$ cat src/rtl/host_if_pkg.sv
// Shared definitions for the S1D13700 host-port master: state encoding,
// protocol mode selectors, default timing and the phase-counter width helper.
package host_if_pkg;

  typedef enum logic [2:0] {
    ST_IDLE,
    ST_SETUP,
    ST_STROBE,
    ST_HOLD,
    ST_RECOV
  } state_t;

  localparam int MODE_8080 = 0;
  localparam int MODE_6800 = 1;

  localparam int DEF_T_SU  = 1;
  localparam int DEF_T_PW  = 5;
  localparam int DEF_T_HD  = 1;
  localparam int DEF_T_REC = 5;

  // Width needed to hold the largest phase length minus one.
  function automatic int cnt_w(input int a, input int b, input int c, input int d);
    int m;
    m = a;
    if (b > m) m = b;
    if (c > m) m = c;
    if (d > m) m = d;
    return (m < 1) ? 1 : $clog2(m + 1);
  endfunction

endpackage

$ cat src/rtl/host_phase_cnt.sv
// Loadable down-counter that times each bus phase; it stops at zero
// rather than wrapping, so an unloaded counter sits idle at zero.
module host_phase_cnt #(
  parameter int W = 3
) (
  input  logic         i_clk,
  input  logic         i_rst_x,
  input  logic         i_load,
  input  logic [W-1:0] i_val,
  output logic         o_zero
);

  logic [W-1:0] r_cnt;

  always_ff @(posedge i_clk or negedge i_rst_x) begin
    if (!i_rst_x) begin
      r_cnt <= '0;
    end else if (i_load) begin
      r_cnt <= i_val;
    end else if (r_cnt != '0) begin
      r_cnt <= r_cnt - 1'b1;
    end
  end

  assign o_zero = (r_cnt == '0);

endmodule

$ cat src/rtl/host_bus_master.sv
// S1D13700 parallel host-port master: turns single command/data requests into
// timed 8080 or 6800 bus cycles with registered pins and read-data capture.
module host_bus_master
  import host_if_pkg::*;
#(
  parameter int DW    = 8,
  parameter int MODE  = MODE_8080,
  parameter int T_SU  = DEF_T_SU,
  parameter int T_PW  = DEF_T_PW,
  parameter int T_HD  = DEF_T_HD,
  parameter int T_REC = DEF_T_REC
) (
  input  logic          clk,
  input  logic          rst_x,
  input  logic          req_vld,
  output logic          req_rdy,
  input  logic          req_a0,
  input  logic          req_rd,
  input  logic [DW-1:0] req_wdat,
  output logic          rsp_vld,
  output logic [DW-1:0] rsp_rdat,
  output logic          busy,
  output logic          cs_x,
  output logic          a0,
  output logic          rd_x,
  output logic          wr_x,
  output logic [DW-1:0] dat_o,
  output logic          dat_oe,
  input  logic [DW-1:0] dat_i
);

  localparam int CW = cnt_w(T_SU, T_PW, T_HD, T_REC);
  localparam logic WR_IDLE = (MODE == MODE_6800) ? 1'b0 : 1'b1;

  state_t        r_state;
  logic          r_rdy, r_busy, r_rsp_vld;
  logic          r_cs_x, r_a0, r_rd_x, r_wr_x, r_oe;
  logic          r_rd_l;
  logic [DW-1:0] r_wdat, r_dat_o, r_rdat;

  logic          w_accept, w_zero, w_load;
  logic [CW-1:0] w_lval;

  assign w_accept = req_vld & r_rdy;

  // Counter is reloaded on every phase entry with that phase's length minus one.
  always_comb begin
    w_load = 1'b0;
    w_lval = '0;
    case (r_state)
      ST_IDLE:   if (w_accept) begin w_load = 1'b1; w_lval = CW'(T_SU - 1); end
      ST_SETUP:  if (w_zero)   begin w_load = 1'b1; w_lval = CW'(T_PW - 1); end
      ST_STROBE: if (w_zero)   begin w_load = 1'b1; w_lval = CW'(T_HD - 1); end
      ST_HOLD:   if (w_zero && T_REC > 0) begin w_load = 1'b1; w_lval = CW'(T_REC - 1); end
      default: ;
    endcase
  end

  host_phase_cnt #(.W(CW)) u_phase_cnt (
    .i_clk   (clk),
    .i_rst_x (rst_x),
    .i_load  (w_load),
    .i_val   (w_lval),
    .o_zero  (w_zero)
  );

  always_ff @(posedge clk or negedge rst_x) begin
    if (!rst_x) begin
      r_state   <= ST_IDLE;
      r_rdy     <= 1'b0;
      r_busy    <= 1'b0;
      r_rsp_vld <= 1'b0;
      r_cs_x    <= 1'b1;
      r_a0      <= 1'b0;
      r_rd_x    <= 1'b1;
      r_wr_x    <= WR_IDLE;
      r_oe      <= 1'b0;
      r_rd_l    <= 1'b0;
      r_wdat    <= '0;
      r_dat_o   <= '0;
      r_rdat    <= '0;
    end else begin
      r_rsp_vld <= 1'b0;
      case (r_state)
        ST_IDLE: begin
          r_rdy <= 1'b1;
          if (w_accept) begin
            r_state <= ST_SETUP;
            r_rdy   <= 1'b0;
            r_busy  <= 1'b1;
            r_cs_x  <= 1'b0;
            r_a0    <= req_a0;
            r_rd_l  <= req_rd;
            r_wdat  <= req_wdat;
            if (MODE == MODE_6800) r_rd_x <= req_rd;
          end
        end
        ST_SETUP: if (w_zero) begin
          r_state <= ST_STROBE;
          if (MODE == MODE_6800) r_wr_x <= 1'b1;
          else if (r_rd_l)       r_rd_x <= 1'b0;
          else                   r_wr_x <= 1'b0;
          if (!r_rd_l) begin
            r_oe    <= 1'b1;
            r_dat_o <= r_wdat;
          end
        end
        // Read data is captured on the same edge that releases the strobe.
        ST_STROBE: if (w_zero) begin
          r_state <= ST_HOLD;
          if (MODE == MODE_6800) r_wr_x <= 1'b0;
          else begin
            r_rd_x <= 1'b1;
            r_wr_x <= 1'b1;
          end
          if (r_rd_l) begin
            r_rdat    <= dat_i;
            r_rsp_vld <= 1'b1;
          end
        end
        ST_HOLD: if (w_zero) begin
          r_cs_x <= 1'b1;
          r_oe   <= 1'b0;
          if (MODE == MODE_6800) r_rd_x <= 1'b1;
          if (T_REC > 0) r_state <= ST_RECOV;
          else begin
            r_state <= ST_IDLE;
            r_busy  <= 1'b0;
            r_rdy   <= 1'b1;
          end
        end
        ST_RECOV: if (w_zero) begin
          r_state <= ST_IDLE;
          r_busy  <= 1'b0;
          r_rdy   <= 1'b1;
        end
        default: r_state <= ST_IDLE;
      endcase
    end
  end

  assign req_rdy  = r_rdy;
  assign busy     = r_busy;
  assign rsp_vld  = r_rsp_vld;
  assign rsp_rdat = r_rdat;
  assign cs_x     = r_cs_x;
  assign a0       = r_a0;
  assign rd_x     = r_rd_x;
  assign wr_x     = r_wr_x;
  assign dat_o    = r_dat_o;
  assign dat_oe   = r_oe;

endmodule

$ cat config.mk
export PLATFORM = sky130hd
export DESIGN_NAME = host_bus_master
export DESIGN_NICKNAME = d
export VERILOG_FILES = /design/src/rtl/host_if_pkg.sv /design/src/rtl/host_phase_cnt.sv /design/src/rtl/host_bus_master.sv
export SDC_FILE = /design/constraint.sdc
export NUM_CORES = 1
export LEC_CHECK = 0
export BUFFER_PORTS_ARGS = -buffer_cell sky130_fd_sc_hd__buf_4
export CORE_UTILIZATION = 45
export DETAILED_ROUTE_END_ITERATION = 12
export PLACE_DENSITY_LB_ADDON = 0.3
export SKIP_LAST_GASP = 1
export SYNTH_ARGS = -nofsm -noshare
export SYNTH_HDL_FRONTEND = slang
export SYNTH_SLANG_ARGS = --single-unit
$ cat constraint.sdc
create_clock -name clk -period 1.95 [get_ports clk]
set_input_delay 0.195 -clock clk [delete_from_list [all_inputs] [get_ports clk]]
set_output_delay 0.195 -clock clk [all_outputs]
set_load 0.02 [all_outputs]
* Word level (Yosys, flattened, before mapping)
Cells that the tools add are included.
** Word-level totals
- Input bits :: 21
- Flip-flop bits (word level) :: 39
- Output and inout port bits :: 24
** Operators by class
- Reduce and logical (&&, ||, !) cells :: 20
- Equality and inequality tests :: 11
- Bitwise gates (word level) :: 2
- $add $sub $neg :: 1
- Multiplexer cells :: 33
** Operators with widths (number)
- $mux W3 :: 9
- $mux W1 :: 16
- $pmux W3 S5 :: 1
- $pmux W1 S2 :: 7
- $reduce_and A3 Y1 :: 4
- $reduce_and A4 Y1 :: 3
- $reduce_bool A2 Y1 :: 5
- $ne A2 B1 Y1 const B :: 4
- $eq A3 B2 Y1 const B :: 2
- $logic_not A3 Y1 :: 2
- $ne A2 B2 Y1 const B :: 3
- $reduce_and A5 Y1 :: 1
- $reduce_and A2 Y1 :: 2
- $eq A3 B1 Y1 const B :: 1
- $eq A3 B3 Y1 const B :: 1
- $reduce_bool A3 Y1 :: 1
- $reduce_or A3 Y1 :: 1
- $sub A3 B1 Y3 const B :: 1
- $reduce_or A2 Y1 :: 1
- $and A1 B1 Y1 :: 1
- $not A1 Y1 :: 1

* Longest topological paths before layout
Gate-level depths: netlist of the first run.
- Depth after elaboration :: 4
- Gate-level depth with buffers :: 6
- Depth with buffers taken out :: 5

* Hierarchy
From an unflattened synthesis of the first run, not the netlist that was laid out.
** Unflattened totals
- Cells, all modules :: 122
- Area, all modules :: 1675.4 µm²
** Modules (own cells, without submodules)
- host_bus_master :: area each 1475.2 µm², times used 1, cells an instance 101, sequential area each 904.6 µm²
- host_phase_cnt :: area each 200.2 µm², times used 1, cells an instance 21, sequential area each 75.1 µm²

* Worst setup path before layout of the first run
No wires, ideal clock.
- Path kind :: reg-to-reg
- Start :: reg u_phase_cnt.r_cnt[0]
- End :: reg r_dat_o[0], in the netlist dat_o[0]
- Cell stages (with the launch flop) :: 7
- Arrival :: 1.593 ns
- Path buffers :: 1
- Data required time :: 1.825 ns
- Setup slack :: 0.232 ns
- Cells stage by stage :: dfrtp_1 -> inv_1 -> ha_1 -> nand4bb_4 -> or3_1 -> buf_6 -> mux2_4
** Between the ends
- Cells in the longest elaborated chain, start to end :: 2
** Ends and longest elaborated chain
- start, declared :: line host_phase_cnt.sv:13 : logic [W-1:0] r_cnt;
- start signal, assigned :: line host_phase_cnt.sv:19 : r_cnt <= i_val;
- start signal, assigned :: line host_phase_cnt.sv:21 : r_cnt <= r_cnt - 1'b1;
- $logic_not A3 Y1 :: line host_phase_cnt.sv:25 : assign o_zero = (r_cnt == '0);
- $reduce_and A3 Y1 (no source line)
- end signal, assigned :: line host_bus_master.sv:105 : r_dat_o <= r_wdat;
- end, declared :: line host_bus_master.sv:39 : logic [DW-1:0] r_wdat, r_dat_o, r_rdat;
No other way between the ends.
A chain may end at the register's enable or synchronous reset.

* Worst setup path after layout of the first run
- Start :: reg u_phase_cnt.r_cnt[0]
- End :: reg r_dat_o[4], in the netlist dat_o[4]
The elaborated chain is that of the path after synthesis.

==> impl.org, run 1 <==
** Place
- Placer's final routability congestion estimate :: 0.820
- Summing all placed instances gives a cell area of 2010 µm².
- Detailed placement finished with a half-perimeter wire length of 2180 µm.
- Worst-case setup slack after placement :: -0.0291 ns
- Input and output buffers added on the ports amount to 44.

** Timing
- The clock period could shrink to 1.82 ns.
- Final setup fails :: 0
- For the pin with the worst max-slew slack, the measured transition is 0.476 ns.
- Hold timing on the final database bottoms out at a slack of 0.0833 ns.
- Unrepaired setup endpoints after global routing :: no
- Based on the critical path, the design can be clocked at up to 548 MHz.
- The count of final max-slew check failures was 0.
- Setup clock skew after layout :: 0.0114 ns
- Worst path setup slack after routing :: 0.126 ns
- Fin. Hold Viols :: 0
- Max-slew headroom :: 68.2%
- In the finished design, the share of the clock period the worst path needs comes to 93.5%.

** Critical path
- In this design, the stage delay of the slowest critical-path cell is 0.44 ns.
- Critical Path End Type :: register
- Total buffers and inverters traversed by the critical path :: 1
- Worst R2R Start :: u_phase_cnt.r_cnt[0]
- The slowest stage of the critical path is the or3_4 cell.
- Crit path arrival time :: 2.05 ns
- CP startpoint kind :: register
- The worst setup path is of the reg2reg kind.
- The most critical setup path has its startpoint at u_phase_cnt.r_cnt[0].
- Along the worst path, the maximum fanout reaches 8.
- Top delay family on crit path :: simple AND/OR/NAND/NOR gates
- Cell-by-cell trace of the critical path :: inv_1 -> ha_1 -> nand4bb_4 -> or3_4 -> mux2_4
- Endpoint required time on the critical path :: 2.18 ns

** Synth
- Of the post-synthesis cell area, the dominant cell type holds 54.6%.
- Of all flip-flops after synthesis, the portion carrying an async set or reset was 100%.
- Yosys cell types :: 29
- Cell type contributing the most total cell area after synthesis :: dfrtp_1
- By count the netlist is led by dfrtp_1 (36), mux2_2 (18), mux2_4 (8), o21ai_0 (8), inv_1 (7).
- After synthesis, the largest family of logic cells by area is multiplexers.
- After Yosys synthesis, full adders, half adders and majority gates account for 1.52% of the synthesized area.
- Primary FF master, synth :: dfrtp_1
- Net count after synthesis :: 142
- Gate count after technology mapping :: 119
- Synthesis inferred 39 register bits.
- The synthesized netlist devotes 0.531% of its cell area to XOR and XNOR gates.
- Multiplexer area fraction after synthesis :: 20.2%
- Largest cells by area after synthesis :: dfrtp_1 (55%), mux2_2 (12%), mux2_4 (7.3%)
- Yosys printed 0 warnings.
- The most common cell in the synthesized netlist is dfrtp_1.
- Number of enable flip-flop cells after synthesis :: 0
- Simple-gate area share of the yosys netlist :: 8.57%
- Of the synthesized area, sequential elements account for 59.4%.
- In this run the mean area of a mapped cell was 13.9 µm².
- The synthesized netlist occupies a cell area of 1650 µm².
- Summing the areas of all compound-gate instances in the mapped netlist gives 5.99% of the synthesized area.

** Clock network
- The cell sitting at the root of the clock tree is a clkbuf_4.
- TritonCTS built the clock tree.
- Clock tree synthesis found a total of 39 sinks.
- Clock latency reported for the late side of the worst-skew pair :: 0.33 ns
- Clock-pin slew was measured on the worst setup and hold paths at 0.12 ns.
- Setup Buffers After CTS :: 0
- H-tree level count :: 2
- Clock tree synthesis inserted a total of 5 buffers.
- Counting along the longest clock path gives a buffer depth of 2.

** Global routing
- Number of antenna violations at the first check in global routing :: 0
- Entering global routing, the biggest net connects 40 pins.
- Global-route wire length before repair :: 5250 µm
- Global-route usage over all layers :: 17.2%
- The number of global-route vias before repair is 1175.
- Overall overflow remaining after global route :: 0

** Layout
- In the final layout, the share of cells above drive strength 1 is 50.0%.
- Compared with the post-synthesis result, the final layout area differs by 26.4%.
- Count of antenna diodes in the layout :: 0
- Summing all non-filler instances in the final layout gives an area of 2090 µm².
- Fill cells in the final layout number 282.
- The final layout contains 190 nets.

** Route
- After detailed routing, the average wire length per cell comes to 13.8 µm.
- Summed over all layers, the routed wires come to 2950 µm.
- After detailed routing, the number of vias per cell comes to 4.98.
- In this run the remaining antenna-violating nets after routing total 0.
- The detailed router placed 1066 vias in this run.
- Starting DRT DRC Count :: 26
- DRC violation count after routing :: 0
- The first TritonRoute pass finished after 4 iterations.

** Floorplanning
- The die is 62.6 µm tall.
- Starting density of the core :: 48.3%
- Die W :: 62.6 µm
- The initialized floorplan defines 21 standard-cell rows.
- Core ar. :: 3420 µm²
- For this design the top-level I/O count stands at 45.
- Overall die area :: 3910 µm²

** Run status
- The run finished with clean final reports.

** Min path
- Launch instance of the worst min-delay path :: req_wdat[3]
- The min-delay analysis places its worst path in the category in2reg.

** Power
- Design Power :: 3.49 mW
- In this run the static leakage power is 0.997 nW.
- Max IR drop VDD :: 0.791 mV
- Power spread over the standard cell area amounts to 1670 nW/µm².

** Job
- Across the run, the number of max-cap violations was 0.
## cells by family after synthesis
family                     count (synthesis)
DFF                                       39
muxes                                     27
and+or+nand+nor                           21
AOI/OAI and AO/OA                         17
buffers and inverters                     12
adders and majority gates                  2
xor gates and xnor gates                   1
## flip-flops by register name, summed over array words and instances, names as in the netlist
| name | count |
|---|---|
| req_rdy | 1 |
| rsp_rdat | 8 |
| wr_x | 1 |
| dat_oe | 1 |
| u_phase_cnt.r_cnt | 3 |
| a0 | 1 |
| r_state | 3 |
| rd_x | 1 |
| busy | 1 |
| rsp_vld | 1 |
| r_wdat | 8 |
| cs_x | 1 |
| dat_o | 8 |
| r_rd_l | 1 |
## through the flow
stage / setup TNS, ns / utilization, % / std cells
floorplan: 0 / - / 119
CTS: 0 / 60.8 / 214
global route: 0 / 61.1 / 214
finish: 0 / 61.1 / 214
detailed placement: -0.190 / 58.8 / 205
global placement: 0 / 58.8 / 205
## power by group
group | switching [mW] | internal (mW)
Combinational | 0.748 | 0.828
Sequential | 0.305 | 1.22
Clock | 0.252 | 0.139
Total | 1.30 | 2.19
## repair_timing
| item | CTS | global route |
|---|---|---|
| hold buffers | 1 | 0 |
| resized for setup | 1 | 1 |
| endpoints found under the hold margin | 36 | 0 |
| setup endpoints to repair | 8 | 8 |
## placed cells by master, fill, tap and decap left out, drive strengths merged
master,netlist,layout
mux2,26,26
dfrtp,36,36
nor2,5,5
o22a,1,1
and4,1,1
clkbuf,1,6
buf,4,45
nor4b,1,1
o211a,1,1
inv,7,7
o21ai,8,8
xor2,1,1
clkinv,0,1
nand4,2,2
dfstp,3,3
nand2b,2,2
nand3b,1,1
a21oi,5,5
ha,2,2
nand4bb,1,1
nand2,4,4
clkinvlp,0,1
nand3,2,2
o21a,1,1
and2b,1,1
dlygate4sd3,0,1
mux2i,1,1
or3,1,1
o21bai,1,1
## layout make-up
| type | instances | area [µm²] | share of cell area (%) |
|---|---|---|---|
| sequential | 39 | 980 | 47.0 |
| multi-input combinational | 68 | 621 | 29.8 |
| timing repair buffer | 46 | 348 | 16.7 |
| tap | 46 | 57.6 | 2.76 |
| clock buffer | 6 | 41.3 | 1.98 |
| inverter | 7 | 26.3 | 1.26 |
| clock inverter | 2 | 12.5 | 0.600 |
## layer usage
layer	up-vias	GRT usage [%]	wire, µm
li1	509	-	-
met1	523	21.2	1310
met2	34	28.5	1500
met3	0	6.02	137
met4	0	4.94	0
met5	-	0	0
## path summary, 6_finish.rpt
kind	slack, ns	to	cells past startpoint
min in group asynchronous	0.35	req_rdy	2
max reg2reg	0.13	dat_o[4]	5
max in group asynchronous	1.24	cs_x	2
max	0.13	dat_o[4]	5
min reg2reg	0.50	wr_x	2
min	0.08	r_wdat[3]	2
Note: power is estimated with default switching activity, not from simulation.
==> inputs of run 2 (changes only) <==
--- a/config.mk
+++ b/config.mk
@@ -6,6 +6,7 @@
 export NUM_CORES = 1
 export LEC_CHECK = 0
 export BUFFER_PORTS_ARGS = -buffer_cell sky130_fd_sc_hd__buf_4
+export CORE_ASPECT_RATIO = 1.2
 export CORE_UTILIZATION = 45
 export DETAILED_ROUTE_END_ITERATION = 12
 export PLACE_DENSITY_LB_ADDON = 0.3
==> constraint.sdc (replaced) <==
create_clock -name clk -period 2.3 [get_ports clk]
set_input_delay 0.23 -clock clk [delete_from_list [all_inputs] [get_ports clk]]
set_output_delay 0.23 -clock clk [all_outputs]
set_load 0.02 [all_outputs]
==> run 2 against run 1 <==
Clock skew decreased by 0.0041 ns. Count of clock-buffer cells in the layout decreased by 1. Clock power increased by 45%. Via count increased by 2.9%. Core utilization increased by 0.83 points. Sequential share of layout area decreased by 0.75 points.
==> impl.org, run 2 (synthesized netlist as in run 1, its figures left out) <==
** Run status
- Result of the run :: finished, final reports clean

** Clock network
- CTS tree :: built
- Setup Buffers After CTS :: 0
- The clock passes through at most 2 buffers.
- At the later pin of the worst-skew pair, clock insertion delay measures 0.30 ns.
- The clock drives 39 sinks.
- Register clock-pin slew on the reported worst setup and hold paths :: 0.08 ns
- Clock tree root buffer cell :: clkbuf_8
- TritonCTS created 5 clock buffers.
- The clock tree synthesis step divided the H-tree into 2 levels.

** Layout
- Compared with the post-synthesis result, the final layout area differs by 28.4%.
- Leaving out fill and tap cells, the most frequent cell in the layout is buf_4.
- The post-route netlist has 50.0% of its cells at a drive strength greater than 1.
- Final Cell Area :: 2120 µm²
- After filler insertion, the fill cell instance count of the layout stands at 267.
- For this run, the post-layout net count is 190.
- Leaving out fill and tap cells, the most frequent cells in the layout are buf_4 (45), dfrtp_1 (36), mux2_2 (18), o21ai_0 (8), mux2_4 (8).
- 0 antenna diodes ended up in the layout.

** Floorplanning
- Core ar. :: 3420 µm²
- Number of top-level pins :: 45
- In this run the vertical extent of the chip is 68.3 µm.
- Overall die area :: 3910 µm²
- The die is 57.3 µm wide.
- Cell row count :: 23
- Starting density of the core :: 48.2%

** Power
- Switching portion of total power :: 35.5%
- IR analysis of the VDD net gives a maximum drop of 0.799 mV.
- The analysis attributes to net switching a power of 1.13 mW.
- Ratio of total power to cell area :: 1500 nW/µm²
- Clock share of power :: 17.8%
- Design internal power :: 2.06 mW
- Relative contribution of combinational cells to total power :: 41.9%
- For this design the static power due to leakage is 1.03 nW.
- Sequential cell fraction of total power :: 40.2%

** Global routing
- Entering global routing, the biggest net connects 40 pins.
- Global-route usage over all layers :: 18.7%
- For this run the aggregate overflow at the end of global routing stands at 0.
- The first global-routing pass estimated 5210 µm of wire.
- Number of antenna violations at the first check in global routing :: 0
- Via count of the first global-routing pass :: 1146

** Route
- Starting DRT DRC Count :: 16
- For this block, the routed nets add up to 3160 µm of wire.
- Remaining antenna violation count :: 0
- Average routed wire per standard cell :: 15.4 µm
- For this run, design rule violations remaining after detail routing come to 0.
- Number of search-and-repair iterations in the first detailed-routing pass :: 4
- Via count of the routed design :: 1097
- Vias per cell :: 5.35

** Timing
- For the pin with the worst max-slew slack, the measured transition is 0.519 ns.
- Max-slew headroom :: 65.4%
- Setup clock skew after layout :: 0.00737 ns
- Hold timing on the final database bottoms out at a slack of 0.158 ns.
- For the finished layout, the period the worst path requires is 1.99 ns.
- Unrepaired setup endpoints after global routing :: no
- Fin. Hold Viols :: 0
- In the finished design, the share of the clock period the worst path needs comes to 86.4%.
- Final max-slew violation count :: 0
- Total Negative Setup Slacks :: 0 ns
- Final setup fails :: 0
- Max frequency :: 503 MHz

** Critical path
- Data on the critical path is required at its endpoint by 2.48 ns.
- Data on the critical path arrives at its endpoint at 2.17 ns.
- Among all stages on the critical path, the largest delay is contributed by or3_1.
- Critical path fanouts, max :: 8
- The critical path is of the reg2reg type.
- Maximum single-stage delay on the critical path :: 0.56 ns
- Counting both buffers and inverters, the worst setup path holds a total of 1.
- CP startpoint kind :: register
- Critical Path End Type :: register
- Top delay family on crit path :: simple AND/OR/NAND/NOR gates
- Cell-by-cell trace of the critical path :: inv_1 -> ha_1 -> nand4bb_4 -> or3_1 -> mux2_4

** Place
- Buffers added on ports :: 44
- Placer's final routability congestion estimate :: 0.815
- DP Wirelength :: 2240 µm
- Area post-placement :: 2000 µm²

** Min path
- Path category of the worst min-delay check :: in2reg

** Job
- Max-cap viol count :: 0
## run 2: power groups by stage
stage                     Combinational [mW]  Sequential [mW]  Clock [mW]
after global placement                  1.30             1.27           0
after floorplan                        0.694             1.45           0
after CTS                               1.35             1.28       0.581
after detailed placement                1.35             1.29           0
final                                   1.34             1.28       0.568
after global routing                    1.44             1.34       0.608
## run 2: path summary, 6_finish.rpt
kind,start,end,slack (ns),depth (start not counted)
worst max-delay path,u_phase_cnt.r_cnt[0],dat_o[0],0.31,5
worst min-delay path,req_a0,a0,0.16,2
worst max register to register,u_phase_cnt.r_cnt[0],dat_o[0],0.31,5
worst min register to register,r_wdat[3],dat_o[3],0.49,1
max in group asynchronous,rst_x,wr_x,1.50,2
min in group asynchronous,rst_x,dat_o[4],0.43,2
## run 2: repair_timing
action	in CTS	in global routing
endpoints found under the hold margin	36	0
gates resized for setup	0	0
endpoints found under the setup margin	0	0
hold buffers	1	0
## run 2: final cells by class
| class | instances | area (µm²) | share of cell area (%) |
|---|---|---|---|
| timing repair buffer | 46 | 348 | 16.4 |
| inverter | 7 | 26.3 | 1.24 |
| multi-input combinational | 68 | 607 | 28.6 |
| clock inverter | 3 | 43.8 | 2.07 |
| tap | 37 | 46.3 | 2.18 |
| sequential | 39 | 980 | 46.2 |
| clock buffer | 5 | 68.8 | 3.25 |
## run 2: layer usage
metal,global-route usage [%],part of all wire [%]
met5,0,0
met4,14.0,3.4
met3,5.67,5.1
met2,30.0,51
met1,21.3,41
## run 2: per-stage QoR
step	power (mW)	instances	setup slack [ns]	utilization, %
finish	3.19	205	0.313	61.9
global route	3.39	205	0.197	61.9
CTS	3.22	205	0.304	61.9
detailed placement	2.64	196	0.306	58.3
global placement	2.57	196	0.412	58.3
floorplan	2.15	119	0.582	-
